$ cat src/rtl/io_port_bank_pkg.sv
// io_port_bank_pkg: default geometry of the I/O port bank and the status-register address helper.
// Status word layout (LSB first): in_ready[N_IN], ovr[N_IN], irq_mask[N_IN] (IO_IRQ_EN only), zero pad.
package io_port_bank_pkg;

   localparam int unsigned IO_DATA_W_DEF = 8;
   localparam int unsigned IO_N_IN_DEF   = 4;
   localparam int unsigned IO_N_OUT_DEF  = 4;
   localparam int unsigned IO_ADDR_W_DEF = 3;

   // The status register always sits at the top of the I/O address space.
   function automatic int unsigned status_addr(input int unsigned addr_w);
      return (32'd1 << addr_w) - 32'd1;
   endfunction

endpackage

$ cat src/rtl/io_port_bank_in_chan.sv
// io_in_chan: one input channel. It synchronises the asynchronous producer strobe, captures on its
// rising edge, and keeps the ready and sticky-overrun flags.
module io_in_chan
   import io_port_bank_pkg::*;
#(
   parameter int unsigned DATA_W = IO_DATA_W_DEF
) (
   input  logic              clk,
   input  logic              reset,
   input  logic [DATA_W-1:0] i_data,
   input  logic              i_strobe,
   input  logic              i_rd_clr,
   input  logic              i_ovr_clr,
   output logic [DATA_W-1:0] o_hold,
   output logic              o_ready,
   output logic              o_ovr
);

   logic              r_sync1;
   logic              r_sync2;
   logic              r_sync3;
   logic [DATA_W-1:0] r_hold;
   logic              r_ready;
   logic              r_ovr;
   logic              w_capture;

   assign w_capture = r_sync2 & ~r_sync3;

   // A capture in the same cycle as a read of this channel keeps ready set and is not an overrun.
   // An overrun coinciding with a status read stays set so it is not lost.
   always_ff @(posedge clk or negedge reset) begin
      if (!reset) begin
         r_sync1 <= 1'b0;
         r_sync2 <= 1'b0;
         r_sync3 <= 1'b0;
         r_hold  <= '0;
         r_ready <= 1'b0;
         r_ovr   <= 1'b0;
      end else begin
         r_sync1 <= i_strobe;
         r_sync2 <= r_sync1;
         r_sync3 <= r_sync2;
         if (w_capture) begin
            r_hold <= i_data;
         end
         r_ready <= w_capture | (r_ready & ~i_rd_clr);
         r_ovr   <= (r_ovr & ~i_ovr_clr) | (w_capture & r_ready & ~i_rd_clr);
      end
   end

   assign o_hold  = r_hold;
   assign o_ready = r_ready;
   assign o_ovr   = r_ovr;

endmodule

$ cat src/rtl/io_port_bank.sv
// io_port_bank: multi-channel I/O port unit with address decode, output registers, read mux and status.
// Optional feature macro IO_IRQ_EN adds an irq_mask register (written at the status address) and the irq output.
module io_port_bank
   import io_port_bank_pkg::*;
#(
   parameter int unsigned DATA_W = IO_DATA_W_DEF,
   parameter int unsigned N_IN   = IO_N_IN_DEF,
   parameter int unsigned N_OUT  = IO_N_OUT_DEF,
   parameter int unsigned ADDR_W = IO_ADDR_W_DEF
) (
   input  logic                    clk,
   input  logic                    reset,
   input  logic [ADDR_W-1:0]       io_addr,
   input  logic                    io_we,
   input  logic [DATA_W-1:0]       io_wdata,
   input  logic                    io_re,
   output logic [DATA_W-1:0]       io_rdata,
   input  logic [N_IN*DATA_W-1:0]  in_port,
   input  logic [N_IN-1:0]         in_strobe,
   output logic [N_IN-1:0]         in_ready,
   output logic [N_OUT*DATA_W-1:0] out_port,
   output logic [N_OUT-1:0]        out_valid
`ifdef IO_IRQ_EN
   ,
   output logic                    irq
`endif
);

   localparam logic [ADDR_W-1:0] STATUS_ADDR = ADDR_W'(status_addr(ADDR_W));

   logic [DATA_W-1:0]       w_hold [N_IN];
   logic [N_IN-1:0]         w_ready;
   logic [N_IN-1:0]         w_ovr;
   logic [N_IN-1:0]         w_rd_clr;
   logic                    w_ovr_clr;
   logic [DATA_W-1:0]       w_status;
   logic [DATA_W-1:0]       w_rd_sel;
   logic [DATA_W-1:0]       r_rdata;
   logic [N_OUT*DATA_W-1:0] r_out;
   logic [N_OUT-1:0]        r_valid;

   assign w_ovr_clr = io_re & (io_addr == STATUS_ADDR);

   for (genvar g = 0; g < N_IN; g++) begin : g_in
      assign w_rd_clr[g] = io_re & (io_addr == ADDR_W'(g));

      io_in_chan #(
         .DATA_W (DATA_W)
      ) u_chan (
         .clk       (clk),
         .reset     (reset),
         .i_data    (in_port[g*DATA_W +: DATA_W]),
         .i_strobe  (in_strobe[g]),
         .i_rd_clr  (w_rd_clr[g]),
         .i_ovr_clr (w_ovr_clr),
         .o_hold    (w_hold[g]),
         .o_ready   (w_ready[g]),
         .o_ovr     (w_ovr[g])
      );
   end

`ifdef IO_IRQ_EN
   logic [N_IN-1:0] r_mask;
   logic            r_irq;

   always_ff @(posedge clk or negedge reset) begin
      if (!reset) begin
         r_mask <= '0;
         r_irq  <= 1'b0;
      end else begin
         if (io_we && (io_addr == STATUS_ADDR)) begin
            r_mask <= io_wdata[N_IN-1:0];
         end
         r_irq <= (|(w_ready & r_mask)) | (|w_ovr);
      end
   end

   assign irq      = r_irq;
   // Fields beyond DATA_W are dropped when 3*N_IN exceeds the bus width.
   assign w_status = DATA_W'({r_mask, w_ovr, w_ready});
`else
   assign w_status = DATA_W'({w_ovr, w_ready});
`endif

   always_comb begin
      w_rd_sel = '0;
      for (int unsigned k = 0; k < N_IN; k++) begin
         if (io_addr == ADDR_W'(k)) begin
            w_rd_sel = w_hold[k];
         end
      end
      if (io_addr == STATUS_ADDR) begin
         w_rd_sel = w_status;
      end
   end

   always_ff @(posedge clk or negedge reset) begin
      if (!reset) begin
         r_rdata <= '0;
         r_out   <= '0;
         r_valid <= '0;
      end else begin
         r_valid <= '0;
         if (io_we) begin
            for (int unsigned k = 0; k < N_OUT; k++) begin
               if (io_addr == ADDR_W'(k)) begin
                  r_out[k*DATA_W +: DATA_W] <= io_wdata;
                  r_valid[k]                <= 1'b1;
               end
            end
         end
         if (io_re) begin
            r_rdata <= w_rd_sel;
         end
      end
   end

   assign io_rdata  = r_rdata;
   assign in_ready  = w_ready;
   assign out_port  = r_out;
   assign out_valid = r_valid;

endmodule
$ cat config.mk
export PLATFORM = sky130hd
export DESIGN_NAME = io_port_bank
export DESIGN_NICKNAME = d
export VERILOG_FILES = /design/src/rtl/io_port_bank_pkg.sv /design/src/rtl/io_port_bank_in_chan.sv /design/src/rtl/io_port_bank.sv
export SDC_FILE = /design/constraint.sdc
export NUM_CORES = 1
export LEC_CHECK = 0
export ABC_AREA = 1
export BUFFER_PORTS_ARGS = -buffer_cell sky130_fd_sc_hd__buf_2
export CAP_MARGIN = 30
export CORE_MARGIN = 2
export CORE_UTILIZATION = 53
export CTS_BUF_LIST = sky130_fd_sc_hd__clkbuf_16
export CTS_CLUSTER_DIAMETER = 100
export DETAILED_ROUTE_END_ITERATION = 7
export GPL_ROUTABILITY_DRIVEN = 0
export PLACE_DENSITY = 0.8
export SYNTH_ARGS = -nofsm -noshare
export SYNTH_HDL_FRONTEND = slang
export SYNTH_SLANG_ARGS = --single-unit
$ cat constraint.sdc
create_clock -name clk -period 1.65 [get_ports clk]
set_clock_uncertainty 0.15 [all_clocks]
set_input_delay 0.33 -clock clk [delete_from_list [all_inputs] [get_ports clk]]
set_output_delay 0.33 -clock clk [all_outputs]
set_load 0.05 [all_outputs]
==> run_results.csv <==
group,metric,value,unit
finish,final_core_util,67.1,%
routing,detail_route.wl_per_cell,15.6,um
routing,drtAntennaViolNets,0,
logic_synthesis,yosysWarnings,0,
setup_path,cp-end-kind,"primary output",
floorplan,fp.dieH,90.1,um
logic_synthesis,synthesis.instances,352,
floorplan,core_area,7210,um^2
timing,slew_viol_final,0,
setup_path,rr_worst_depth,2,
timing,layout_setup_ws,0.124,ns
global_routing,grt_max_degree,97,
clock_network,cts.clk_slew.worst_paths,0.06,ns
clock_network,cts.repair.resized,0,
worst_hold_path,hold_depth,2,
timing,period_share,92.5,%
clock_network,post_cts_buffers,0,
run_status,outcome,"completed",
clock_network,numClockSinks,96,
timing,fin_crit,1.53,ns
global_routing,grt-ovfl-total,0,
floorplan,start_util,54.4,%
clock_network,clockBufferDepth,2,
routing,drt-total-wl,8730,um
floorplan,row_count,31,
global_routing,grt_antenna_before_repair,0,
global_routing,grt_pass1_wl,14900,um
logic_synthesis,synth_xor_area_share,0,%
routing,vias,2944,
finish,nFillCells,578,
routing,dr.pass1.iters,4,
timing,rsz0062_at_grt,"no",
logic_synthesis,synth_commonest_cells,"dfrtp_1, nand2_1, mux2_2, nand3_1, o21ai_0",
logic_synthesis,synth_most_common_cell,"dfrtp_1",
setup_path,path_max_fanout,3,
power_and_ir_drop,vdd_drop_max,0.000948,V
routing,detail_route.vias_per_cell,5.26,
clock_network,clk_latency,0.33,ns
setup_path,crit_cells,1,
global_routing,grt_pass1_vias,2992,
logic_synthesis,ys_ff_latch,96,
flow_run,maxCapViolCount,0,
logic_synthesis,async_reset_ff_share,100,%
logic_synthesis,synth_area_per_cell,11.2,um^2
timing,fmax,0.655,GHz
routing,drt_iter0_markers,268,
setup_path,critical-path-slowest-cell,"dfrtp_1",
timing,hold_ws,0.0713,ns
timing,setup_viol,0,
placed_design,post-place-cells,539,
logic_synthesis,yosys.area.top_type,"dfrtp_1",
setup_path,slowest_delay,0.42,ns
logic_synthesis,synth-simple-area-share,16.6,%
finish,num_antenna_cells,0,
timing,tightestPinTransition,0.523,ns
setup_path,crit_buf_inv,1,
logic_synthesis,synthDistinctLibCells,24,
power_and_ir_drop,fin_total_pwr,6.43,mW
timing,hold_violations,0,
global_routing,grt.total_usage,23.4,%
logic_synthesis,synthesis.nets,403,
finish,drive_gt1_share,38.8,%
floorplan,ios,99,
worst_hold_path,hold_class,"input port to register",
timing,setup_tns,0,ns
finish,stdcell_area,4840,um^2
clock_network,htreeDepth,3,
logic_synthesis,synth_area,3930,um^2
placed_design,dp.final_hpwl,6150,um
finish,area_growth,23.2,%
finish,num-nets-final,507,
clock_network,cts_tree,"built",
setup_path,crit_chain,"buf_2",
logic_synthesis,synth_top_family_by_area,"simple AND/OR/NAND/NOR gates",
placed_design,postPlaceCellArea,4490,um^2
logic_synthesis,netlist.area_leader.share,61.2,%
logic_synthesis,synth.yosys.seq_area_share,61.2,%
setup_path,timing_worst_setup_path_type,"register to primary output",
logic_synthesis,synth_compound_area_share,8.13,%
logic_synthesis,synthTopCellsByArea,"dfrtp_1, mux2_2, nand2_1",
finish,final_cells,560,
power_and_ir_drop,p_per_area,1330,nW/um^2
setup_path,critPathTopFamily,"flip-flops",
setup_path,critPathRequiredTime,1.17,ns
clock_network,cts_hold_buf,5,
placed_design,pre_cts_ws,0.0613,ns
clock_network,cts_buffers,9,
power_and_ir_drop,p_leak,2.48,nW
floorplan,die_area,8110,um^2
logic_synthesis,synthAdderAreaFrac,0,%
placed_design,port-buffer-count,98,
floorplan,die_w,90.1,um
logic_synthesis,synth_mux_area_share,8.60,%
setup_path,cp-start-kind,"register",
setup_path,cp.arrival,1.05,ns
logic_synthesis,synthFlopType,"dfrtp_1",
routing,drc,0,
timing,slew_headroom,65.0,%
clock_network,root_buffer,"clkbuf_16",
logic_synthesis,synth_edf_count,0,
-- cells in the final DEF, fill, tap and decap left out, types with 3 or more instances in the layout --
cell type	count
a21boi_0	3
nor2_4	3
dfrtp_1	96
nand3_1	26
nand4_1	11
o21ai_2	16
buf_2	97
nand2_4	3
o21ai_1	4
buf_4	6
nand2_1	64
clkbuf_16	9
mux2_2	30
inv_1	22
dlygate4sd3_1	5
nand2_2	3
o21ai_0	24
nor2_1	23
-- cell families after synthesis --
group / Yosys count
buffers and inverters: 41
flip-flops: 96
AO/OA/AOI/OAI: 50
AND/OR/NAND/NOR: 135
multiplexers: 30
-- metal layers --
layer,GRT usage (%),wire [um]
met3,5.45,597
met4,9.23,184
met1,30.2,3570
met5,0,0
met2,38.5,4380
-- path summary, 6_finish.rpt --
path                                                       start                                   end  slack [ns]
worst min register to register  g_in[2].u_chan.r_sync1$_DFF_PN0_      g_in[2].u_chan.r_sync2$_DFF_PN0_        0.20
worst min-delay path                                  in_port[7]  g_in[0].u_chan.o_hold[7]$_DFFE_PN0N_        0.07
worst max register to register  g_in[3].u_chan.r_sync2$_DFF_PN0_  g_in[3].u_chan.o_hold[5]$_DFFE_PN0N_        0.21
min in group asynchronous                                  reset      g_in[2].u_chan.r_sync1$_DFF_PN0_        0.41
worst max-delay path            g_in[0].u_chan.o_ready$_DFF_PN0_                           in_ready[0]        0.12
max in group asynchronous                                  reset      g_in[2].u_chan.o_ready$_DFF_PN0_        0.53
-- area by class of cell --
type | instances | area [um^2] | share of cell area (%)
timing repair buffer | 109 | 601 | 12.4
clock buffer | 9 | 225 | 4.65
tap | 99 | 124 | 2.56
inverter | 25 | 108 | 2.22
multi-input combinational | 215 | 1310 | 27.0
clock inverter | 7 | 71.3 | 1.47
sequential | 96 | 2400 | 49.7
-- state kept, by name, summed over array words and instances, names as in the netlist --
register and flops:
g_in.u_chan.o_hold 32, out_port 32, io_rdata 8, g_in.u_chan.o_ovr 4, g_in.u_chan.o_ready 4, g_in.u_chan.r_sync1 4
g_in.u_chan.r_sync2 4, g_in.u_chan.r_sync3 4, out_valid 4
-- report_power, final --
part           leakage [nW]  total (mW)  switching (mW)  internal [mW]
Sequential             1.15        2.87           0.189           2.68
Combinational          1.19        1.52            1.10          0.422
Clock                 0.139        2.04           0.864           1.17
Total                  2.48        6.43            2.15           4.28
Note: power is estimated with default switching activity, not from simulation.
